[config.mk]
export PLATFORM = sky130hd
export DESIGN_NAME = branch_resolver
export DESIGN_NICKNAME = d
export VERILOG_FILES = /design/src/rtl/branch_resolver.sv
export SDC_FILE = /design/constraint.sdc
export NUM_CORES = 1
export LEC_CHECK = 0
export ABC_CLOCK_PERIOD_IN_PS = 2700
export CAP_MARGIN = 20
export CORE_MARGIN = 5
export CORE_UTILIZATION = 54
export CTS_CLUSTER_DIAMETER = 30
export DETAILED_ROUTE_END_ITERATION = 16
export DONT_BUFFER_PORTS = 1
export PLACE_DENSITY = 0.71
export SLEW_MARGIN = 20
export SYNTH_ARGS = -nofsm -noshare
export SYNTH_HDL_FRONTEND = slang
export SYNTH_SLANG_ARGS = --single-unit
[constraint.sdc]
create_clock -name clk -period 2.7 [get_ports clk]
set_input_delay 0.405 -clock clk [delete_from_list [all_inputs] [get_ports clk]]
set_output_delay 0.405 -clock clk [all_outputs]
set_load 0.005 [all_outputs]
[src/rtl/branch_resolver.sv]
// Fetch/resolve front end for a 2-bit branch predictor: requests predictions, queues them in order, trains on resolve.
// Optional saturating statistics counters are enabled by defining BRANCH_RESOLVER_STATS_EN.
module branch_resolver #(
    parameter int DEPTH = 4,
    parameter int PTR_W = $clog2(DEPTH)
`ifdef BRANCH_RESOLVER_STATS_EN
    , parameter int CNT_W = 16
`endif
) (
    input  logic             clk,
    input  logic             rst,
    input  logic             br_fetch,
    output logic             fetch_ready,
    output logic             pred_valid,
    output logic             pred_taken,
    output logic             request,
    input  logic             prediction,
    output logic             result,
    output logic             taken,
    input  logic             br_resolve,
    input  logic             br_outcome,
    output logic             mispredict,
    output logic             resolve_err,
    output logic [PTR_W:0]   occupancy
`ifdef BRANCH_RESOLVER_STATS_EN
    , output logic [CNT_W-1:0] stat_resolved
    , output logic [CNT_W-1:0] stat_mispred
`endif
);

    localparam logic [PTR_W:0] FULL_CNT = (PTR_W + 1)'(DEPTH);

    typedef enum logic [1:0] {IDLE, REQ, CAPT} state_t;

    state_t           state_reg;
    logic [PTR_W-1:0] rd_ptr_reg;
    logic [PTR_W-1:0] wr_ptr_reg;
    logic [PTR_W:0]   count_reg;
    logic [DEPTH-1:0] entry_reg;
    logic [DEPTH-1:0] entry_we;

    logic request_reg;
    logic pred_valid_reg;
    logic pred_taken_reg;
    logic result_reg;
    logic taken_reg;
    logic mispredict_reg;
    logic resolve_err_reg;

    logic q_empty;
    logic q_full;
    logic head;
    logic pop;
    logic resolve_empty;
    logic mispred_now;
    logic accept;
    logic push;

    always_comb begin
        q_empty       = (count_reg == '0);
        q_full        = (count_reg == FULL_CNT);
        head          = entry_reg[rd_ptr_reg];
        pop           = br_resolve && !q_empty;
        resolve_empty = br_resolve && q_empty;
        mispred_now   = pop && (head != br_outcome);
        // A branch fetched on the same edge as a mispredict is wrong-path, so it is not accepted.
        accept        = (state_reg == IDLE) && br_fetch && !q_full && !mispred_now;
        push          = (state_reg == CAPT) && !mispred_now;
    end

    assign fetch_ready = (state_reg == IDLE) && !q_full && !mispred_now && !rst;
    assign request     = request_reg;
    assign pred_valid  = pred_valid_reg;
    assign pred_taken  = pred_taken_reg;
    assign result      = result_reg;
    assign taken       = taken_reg;
    assign mispredict  = mispredict_reg;
    assign resolve_err = resolve_err_reg;
    assign occupancy   = count_reg;

    generate
        for (genvar gi = 0; gi < DEPTH; gi++) begin : g_entry_we
            assign entry_we[gi] = push && (wr_ptr_reg == PTR_W'(gi));
        end
    endgenerate

    // Storage needs no reset: validity is defined by count_reg alone.
    always_ff @(posedge clk) begin
        for (int i = 0; i < DEPTH; i++) begin
            if (entry_we[i]) begin
                entry_reg[i] <= prediction;
            end
        end
    end

    always_ff @(posedge clk or posedge rst) begin
        if (rst) begin
            state_reg       <= IDLE;
            rd_ptr_reg      <= '0;
            wr_ptr_reg      <= '0;
            count_reg       <= '0;
            request_reg     <= 1'b0;
            pred_valid_reg  <= 1'b0;
            pred_taken_reg  <= 1'b0;
            result_reg      <= 1'b0;
            taken_reg       <= 1'b0;
            mispredict_reg  <= 1'b0;
            resolve_err_reg <= 1'b0;
        end else begin
            request_reg     <= accept;
            pred_valid_reg  <= push;
            pred_taken_reg  <= push && prediction;
            result_reg      <= pop;
            taken_reg       <= pop && br_outcome;
            mispredict_reg  <= mispred_now;
            resolve_err_reg <= resolve_empty;

            case (state_reg)
                IDLE:    if (accept) state_reg <= REQ;
                REQ:     state_reg <= mispred_now ? IDLE : CAPT;
                CAPT:    state_reg <= IDLE;
                default: state_reg <= IDLE;
            endcase

            // A mispredict discards the head and everything younger, leaving the queue empty.
            if (mispred_now) begin
                rd_ptr_reg <= rd_ptr_reg + PTR_W'(1);
                wr_ptr_reg <= rd_ptr_reg + PTR_W'(1);
                count_reg  <= '0;
            end else begin
                if (pop)  rd_ptr_reg <= rd_ptr_reg + PTR_W'(1);
                if (push) wr_ptr_reg <= wr_ptr_reg + PTR_W'(1);
                count_reg <= count_reg + (PTR_W + 1)'(push) - (PTR_W + 1)'(pop);
            end
        end
    end

`ifdef BRANCH_RESOLVER_STATS_EN
    logic [CNT_W-1:0] stat_resolved_reg;
    logic [CNT_W-1:0] stat_mispred_reg;

    always_ff @(posedge clk or posedge rst) begin
        if (rst) begin
            stat_resolved_reg <= '0;
            stat_mispred_reg  <= '0;
        end else begin
            if (pop && (stat_resolved_reg != '1))
                stat_resolved_reg <= stat_resolved_reg + CNT_W'(1);
            if (mispred_now && (stat_mispred_reg != '1))
                stat_mispred_reg <= stat_mispred_reg + CNT_W'(1);
        end
    end

    assign stat_resolved = stat_resolved_reg;
    assign stat_mispred  = stat_mispred_reg;
`endif

endmodule

Word level (Yosys, flattened, before mapping)
Index checks and enable logic that the tools add are counted.
{"block": "word_totals", "inputBits": 6, "wordCells": 63, "out_inout_bits": 11, "regBits": 20}
{"block": "classes", "muxes": 10, "magnitude_cmp": 1, "eq_ne": 8, "n_reduce_logical": 25, "add_sub_neg": 4}
{"operator": "$logic_and A1 B1 Y1", "count": 16}
{"operator": "$mux W2", "count": 6}
{"operator": "$eq A2 B2 Y1 const B", "count": 3}
{"operator": "$add A2 B1 Y2 const B", "count": 2}
{"operator": "$eq A2 B1 Y1 const B", "count": 2}
{"operator": "$logic_not A1 Y1", "count": 4}
{"operator": "$logic_not A2 Y1", "count": 2}
{"operator": "$pmux W2 S2", "count": 1}
{"operator": "$reduce_bool A2 Y1", "count": 2}
{"operator": "$add A3 B1 Y3", "count": 1}
{"operator": "$eq A3 B3 Y1 const B", "count": 1}
{"operator": "$logic_not A3 Y1", "count": 1}
{"operator": "$lt A2 B3 Y1 const B", "count": 1}
{"operator": "$mux W3", "count": 1}
{"operator": "$sub A3 B1 Y3", "count": 1}
{"operator": "$bmux W1 S2", "count": 1}
{"operator": "$ne A2 B2 Y1 const B", "count": 1}
{"operator": "$mux W1", "count": 1}
{"operator": "$ne A1 B1 Y1", "count": 1}

Longest topological paths before layout
Gate-level depths: netlist (run 1).
{"block": "logic_depth", "ltp_word": 9, "ltp_mapped": 12, "mapped_depth_nobuf": 11}

Worst setup path after synthesis (run 1)
No wires, ideal clock.
{"block": "synth_timing", "path_type": "register -> register", "startpoint": "register rd_ptr_reg[0]", "endpoint": "register count_reg[2], in the netlist occupancy[2]", "synth_period_minus_slack_ps": 2600, "stages_incl_launch_ff": 13, "path_buffers": 1, "arrival_time_ps": 2473, "setup_slack_ps": 100, "required_time_ps": 2573, "setup_time_ps": 127, "path_cell_list": "dfrtp_1 > buf_6 > mux4_2 > xnor2_2 > o21ai_2 > ha_1 > inv_1 > ha_1 > inv_1 > fa_1 > xor2_1 > xnor2_1 > nor2_1"}
{"block": "synth_between", "elab_chain_cells": 9}
{"item": "start, declared", "line_no": "36", "source": "logic [PTR_W-1:0] rd_ptr_reg;"}
{"item": "start signal, assigned", "line_no": "127", "source": "rd_ptr_reg <= rd_ptr_reg + PTR_W'(1);"}
{"item": "start signal, assigned", "line_no": "131", "source": "if (pop) rd_ptr_reg <= rd_ptr_reg + PTR_W'(1);"}
{"item": "$bmux W1 S2 (*)", "line_no": "62", "source": "head = entry_reg[rd_ptr_reg];"}
{"item": "$mux W1 (implied by the code) (*)", "line_no": "62"}
{"item": "$ne A1 B1 Y1 (*)", "line_no": "65", "source": "mispred_now = pop && (head != br_outcome);"}
{"item": "$logic_and A1 B1 Y1 (*)", "line_no": "65"}
{"item": "$logic_not A1 Y1", "line_no": "68", "source": "push = (state_reg == CAPT) && !mispred_now;"}
{"item": "$logic_and A1 B1 Y1", "line_no": "68"}
{"item": "$add A3 B1 Y3", "line_no": "133", "source": "count_reg <= count_reg + (PTR_W + 1)'(push) - (PTR_W + 1)'(pop);"}
{"item": "$sub A3 B1 Y3", "line_no": "133"}
{"item": "$mux W3 (*)", "line_no": "126", "source": "if (mispred_now) begin"}
{"item": "end signal, assigned", "line_no": "133"}
{"item": "end, declared", "line_no": "38", "source": "logic [PTR_W:0] count_reg;"}
Every way passes the cells marked *; elsewhere a longest branch is shown, timed or not. The select of a mux whose other input is x is not followed.
A chain may end at the register's enable or synchronous reset.

Final worst setup path (run 1)
Same ends and word-level chain as after synthesis.

==> impl_metrics.json, run 1 <==
{
  "status": "complete, no violations",
  "setup.worst_path.start_class": "flop",
  "finalInstanceArea_mm2": 0.00113,
  "maxCapViolations": 0,
  "synth_top_family_by_area": "simple AND/OR/NAND/NOR gates",
  "synth-xor-area-share_pct": 7.64,
  "grt_first_pass_wirelength_um": 2690,
  "syn_avg_cell_area_um2": 12.5,
  "overflow": 0,
  "synth_simple_gate_area_share_pct": 15.5,
  "setup_viol": 0,
  "fp.dieH_um": 53.4,
  "fmax_ghz": 0.380,
  "start_util_pct": 57.5,
  "path_class": "flop to flop",
  "fin_ws_ns": 0.0691,
  "slew_headroom_pct": 61.8,
  "dieArea_mm2": 0.00285,
  "critPathLaunch": "rd_ptr_reg[0]",
  "cts.path.max_buffers": 2,
  "path_clk_slew_ns": 0.11,
  "die_x_um": 53.4,
  "antenna_found_initial": 0,
  "syn_inst": 81,
  "period_share_pct": 97.4,
  "synth_edf_count": 4,
  "register_area_um2": 520,
  "firstDrtPassIters": 2,
  "largest_reg_flops": 4,
  "grt.total_usage_pct": 13.2,
  "insertedDiodeCount": 0,
  "drtIter0Drc": 5,
  "drc": 0,
  "port_buffers": 0,
  "num-nets-final": 102,
  "p_per_area_mw_per_mm2": 1160,
  "dp_hpwl_um": 1150,
  "htreeDepth": 1,
  "clk_latency_ns": 0.29,
  "worstPathArrival_ns": 2.81,
  "wl_per_cell_um": 13.2,
  "cts-root-buf": "clkbuf_4",
  "cts_tree": "built",
  "rr_startpoint": "rd_ptr_reg[0]",
  "grt_pass1_vias": 576,
  "ctsHoldBuffers": 0,
  "timing_hold_violations_final": 0,
  "via_count": 563,
  "ant_nets": 0,
  "ys_async_sr_fraction_pct": 80.0,
  "core_mm2": 0.00176,
  "drt-total-wl_um": 1490,
  "synthMuxAreaShare_pct": 4.19,
  "synthAdderAreaFrac_pct": 9.37,
  "drive_gt1_share_pct": 20.5,
  "worstPathRequired_ns": 2.88,
  "grt_max_degree": 17,
  "rsz0062_at_grt": "yes",
  "pre_cts_slack_ns": 0.0476,
  "syn_area_mm2": 0.00101,
  "finalSetupTns_ns": 0,
  "worst_path_max_delay_cell": "mux4_2",
  "fin_skew_ns": 0.00306,
  "clock-sinks": 20,
  "syn-num-nets": 94,
  "hp-class": "input port to async pin",
  "fp-row-count": 15,
  "path_cells": "mux4_2, xnor2_4, o21ai_2, ha_1, inv_1, ha_1, inv_1, fa_2, xor2_1, xnor2_1, nor2_1",
  "tightest_slew_ns": 0.573,
  "report.final.slew_viol_count": 0,
  "synth.distinct_cells": 32,
  "cts_buffers": 3,
  "peakVddDrop_v": 0.000594,
  "leakage_nw": 0.517,
  "path_max_fanout": 2,
  "multiInputGateArea_um2": 462,
  "ys.flop_type": "dfrtp_1",
  "synth-seq-cells": 20,
  "gp_congestion": 0.752,
  "synth_seq_area_share_pct": 51.3,
  "end_kind": "flop",
  "yosys_warnings": 0,
  "period_minus_slack_ns": 2.63,
  "fillers": 152,
  "pin_count": 17,
  "critPathMaxStageDelay_ns": 0.58,
  "area_growth_pct": 11.2,
  "synth-compound-area-share_pct": 7.40,
  "viasPerCell": 4.98,
  "dpl-instance-area_mm2": 0.00105
}
-- repair_timing --
action                                  CTS  global route
resized for setup                         0             2
endpoints found under the setup margin    0             1
hold endpoints to repair                  0             0
setup buffers                             0             2
-- path summary, 6_finish.rpt --
| check | to | slack, ns | depth (start not counted) |
|---|---|---|---|
| max reg2reg | occupancy[2] | 0.07 | 11 |
| max in group asynchronous | rd_ptr_reg[1] | 2.29 | 1 |
| min reg2reg | state_reg[1] | 0.56 | 1 |
| min in group clk | entry_reg[2] | 0.20 | 0 |
| min | request | 0.04 | 1 |
| max | occupancy[2] | 0.07 | 11 |
-- report_power, final --
group / switching, W / internal, W
combinational: 0.000268 / 0.000304
clock: 0.0000890 / 0.000113
sequential: 0.000117 / 0.000418
-- per-stage QoR --
step           hold WS, ns  instances  total power, W  utilization (%)
2_1_floorplan        0.319         81        0.000974                -
3_3_place_gp         0.389        107         0.00106             59.6
3_5_place_dp         0.390        107         0.00108             59.6
4_1_cts             0.0591        111         0.00128             62.3
5_1_grt             0.0865        113         0.00143             64.0
6_report            0.0387        113         0.00131             64.0
-- per-layer routing --
metal | GRT usage (%) | wire length (um) | vias to the layer above
met2 | 21.4 | 727 | 7
met4 | 3.83 | 0 | 0
met3 | 3.38 | 79 | 0
met1 | 17.1 | 679 | 274
met5 | 0 | 0 | -
li1 | - | - | 282
-- cell usage in the layout, fill, tap and decap left out, drive strengths merged, types with 2 or more instances in the layout --
master,synthesis,routed
dfrtp,16,16
edfxtp,4,4
o21ai,2,2
xor2,2,2
and2,6,6
nor3,3,3
clkbuf,0,4
a21oi,3,3
nor2,6,6
buf,2,5
inv,8,8
xnor2,6,6
nand2,2,2
ha,6,6
mux2i,2,2
-- area by class of cell --
cell class | count | area share [%]
Sequential cell | 20 | 46.1
Clock buffer | 4 | 4.21
Tap cell | 25 | 2.77
Multi-Input combinational cell | 51 | 40.9
Inverter | 8 | 2.66
Timing Repair Buffer | 5 | 3.33
-- logic make-up (layout without fill, tap and decap cells) --
kind of cell             count (synthesis)  count (layout)
multiplexers                             3               3
adder cells (fa/ha/maj)                  7               7
XOR/XNOR                                 8               8
AND/OR/NAND/NOR                         24              24
flip-flops                              20              20
buffers and inverters                   10              17
AO/OA/AOI/OAI                            9               9
-- cells in the mapped netlist, drive strengths merged, types with 2 or more instances --
cell	n	share of area, %
o21ai	2	1.4
mux2i	2	2.0
nor2	6	3.0
dfrtp	16	39
ha	6	7.4
nor3	3	1.5
a21oi	3	1.5
edfxtp	4	12
inv	8	3.0
nand2	2	0.74
and2	6	3.7
buf	2	1.6
xnor2	6	5.9
xor2	2	1.7
-- worst max-delay path, delay by kind of cell (launching register included) --
kind                       cells  cell delay [ns]
and+or+nand+nor                1             0.06
AOI/OAI and AO/OA              1             0.10
DFF                            1             0.40
xor gates and xnor gates       3             0.53
buffers and inverters          2             0.11
muxes                          1             0.58
adders and majority gates      3             0.75
Power figures use the tool's default switching activity.
==> run 2: changes to the inputs <==
--- a/config.mk
+++ b/config.mk
@@ -8,11 +8,11 @@
 export ABC_CLOCK_PERIOD_IN_PS = 2700
 export CAP_MARGIN = 20
 export CORE_MARGIN = 5
-export CORE_UTILIZATION = 54
+export CORE_UTILIZATION = 45
 export CTS_CLUSTER_DIAMETER = 30
 export DETAILED_ROUTE_END_ITERATION = 16
 export DONT_BUFFER_PORTS = 1
-export PLACE_DENSITY = 0.71
+export PLACE_DENSITY = 0.61
 export SLEW_MARGIN = 20
 export SYNTH_ARGS = -nofsm -noshare
 export SYNTH_HDL_FRONTEND = slang
==> impl_metrics.json, run 2 (synthesis gave the netlist of run 1 again) <==
{
  "status": "complete, no violations",
  "pin_count": 17,
  "peakVddDrop_v": 0.000673,
  "drive_gt1_share_pct": 22.2,
  "cts_tree": "built",
  "htreeDepth": 1,
  "dp_hpwl_um": 1210,
  "crit_family": "adder cells",
  "insertedDiodeCount": 0,
  "core_mm2": 0.00219,
  "leakage_nw": 0.521,
  "period_minus_slack_ns": 2.61,
  "dpl-instance-area_mm2": 0.00106,
  "cts_buffers": 3,
  "via_count": 588,
  "grt.total_usage_pct": 11.8,
  "rr_worst_depth": 11,
  "period_share_pct": 96.6,
  "setup.worst_path.start_class": "flop",
  "p_per_area_mw_per_mm2": 1150,
  "start_util_pct": 46.3,
  "critPathMaxStageDelay_ns": 0.56,
  "path_class": "flop to flop",
  "dieArea_mm2": 0.00330,
  "viasPerCell": 4.98,
  "cts.path.max_buffers": 2,
  "ant_nets": 0,
  "wl_per_cell_um": 14.3,
  "area_growth_pct": 12.0,
  "grt_first_pass_wirelength_um": 2950,
  "path_depth": 11,
  "worst_path_max_delay_cell": "mux4_2",
  "clock-sinks": 20,
  "end_kind": "flop",
  "report.final.slew_viol_count": 0,
  "ctsHoldBuffers": 0,
  "port_buffers": 0,
  "clk_latency_ns": 0.29,
  "timing_hold_violations_final": 0,
  "num-nets-final": 104,
  "gp_congestion": 0.699,
  "drtIter0Drc": 2,
  "final_common_cell": "dfrtp_1",
  "cts-root-buf": "clkbuf_4",
  "overflow": 0,
  "fmax_ghz": 0.383,
  "grt_max_degree": 17,
  "finalInstanceArea_mm2": 0.00114,
  "fp.dieH_um": 57.5,
  "die_x_um": 57.5,
  "path_max_fanout": 2,
  "drc": 0,
  "path_clk_slew_ns": 0.11,
  "path_cells": "mux4_2, xnor2_4, o21ai_2, ha_1, inv_1, ha_1, inv_1, fa_2, xor2_1, xnor2_1, nor2_1",
  "firstDrtPassIters": 2,
  "maxCapViolations": 0,
  "antenna_found_initial": 0,
  "grt_pass1_vias": 637,
  "slew_headroom_pct": 59.4,
  "largest_reg_flops": 4,
  "cp_num_buf_inv": 2,
  "worstPathRequired_ns": 2.88,
  "hp-class": "input port to async pin",
  "drt-total-wl_um": 1690,
  "tightest_slew_ns": 0.608,
  "rsz0062_at_grt": "yes",
  "fin_skew_ns": 0.00369,
  "p_total_w": 0.00131,
  "setup_viol": 0,
  "fp-row-count": 17,
  "most-common-layout-cells": "dfrtp_1, inv_1, buf_4",
  "worstPathArrival_ns": 2.79
}
==> run 2: worst paths after layout <==
path                                   start       endpoint  slack (ns)
max in group asynchronous                rst         result        2.25
min in group clk                  prediction   entry_reg[1]        0.20
worst max-delay path            entry_reg[2]   occupancy[2]        0.09
worst min-delay path                     rst  wr_ptr_reg[0]        0.05
worst max register to register  entry_reg[2]   occupancy[2]        0.09
worst min register to register  state_reg[1]   state_reg[1]        0.57
==> run 2: through the flow <==
step	utilization, %	hold slack [ns]	instances	setup TNS [ns]	setup slack [ns]
6_report	51.9	0.0550	118	0	0.0913
5_1_grt	51.9	0.0927	118	-0.0392	-0.0392
4_1_cts	50.7	0.0647	115	0	0.0140
3_5_place_dp	48.5	0.405	111	0	0.0507
3_3_place_gp	48.5	0.398	111	0	0.0980
2_1_floorplan	-	0.319	81	0	0.100
==> run 2: cell type report <==
class / count / area, um2
sequential: 20 / 520
clock buffer: 4 / 36.3
tap: 28 / 35.0
inverter: 8 / 30.0
fill: 199 / 1050
timing repair buffer: 7 / 52.6
multi-input combinational: 51 / 462
==> run 2: layer usage <==
layer,routed length [um],vias up,GRT usage (%)
li1,-,285,-
met1,715,292,14.5
met2,847,9,18.4
met3,109,2,3.85
met4,19,0,5.96
met5,0,-,0
==> run 2: power by group <==
part / leakage (nW) / internal [W] / total, W / switching [W]
sequential: 0.237 / 0.000418 / 0.000526 / 0.000108
clock: 0.0210 / 0.0000821 / 0.000171 / 0.0000885
combinational: 0.263 / 0.000322 / 0.000615 / 0.000293
==> run 2: timing repair <==
item | CTS | global route
pin swaps | 0 | 4
buffers inserted | 0 | 3
resized for setup | 1 | 1
endpoints found under the setup margin | 1 | 1
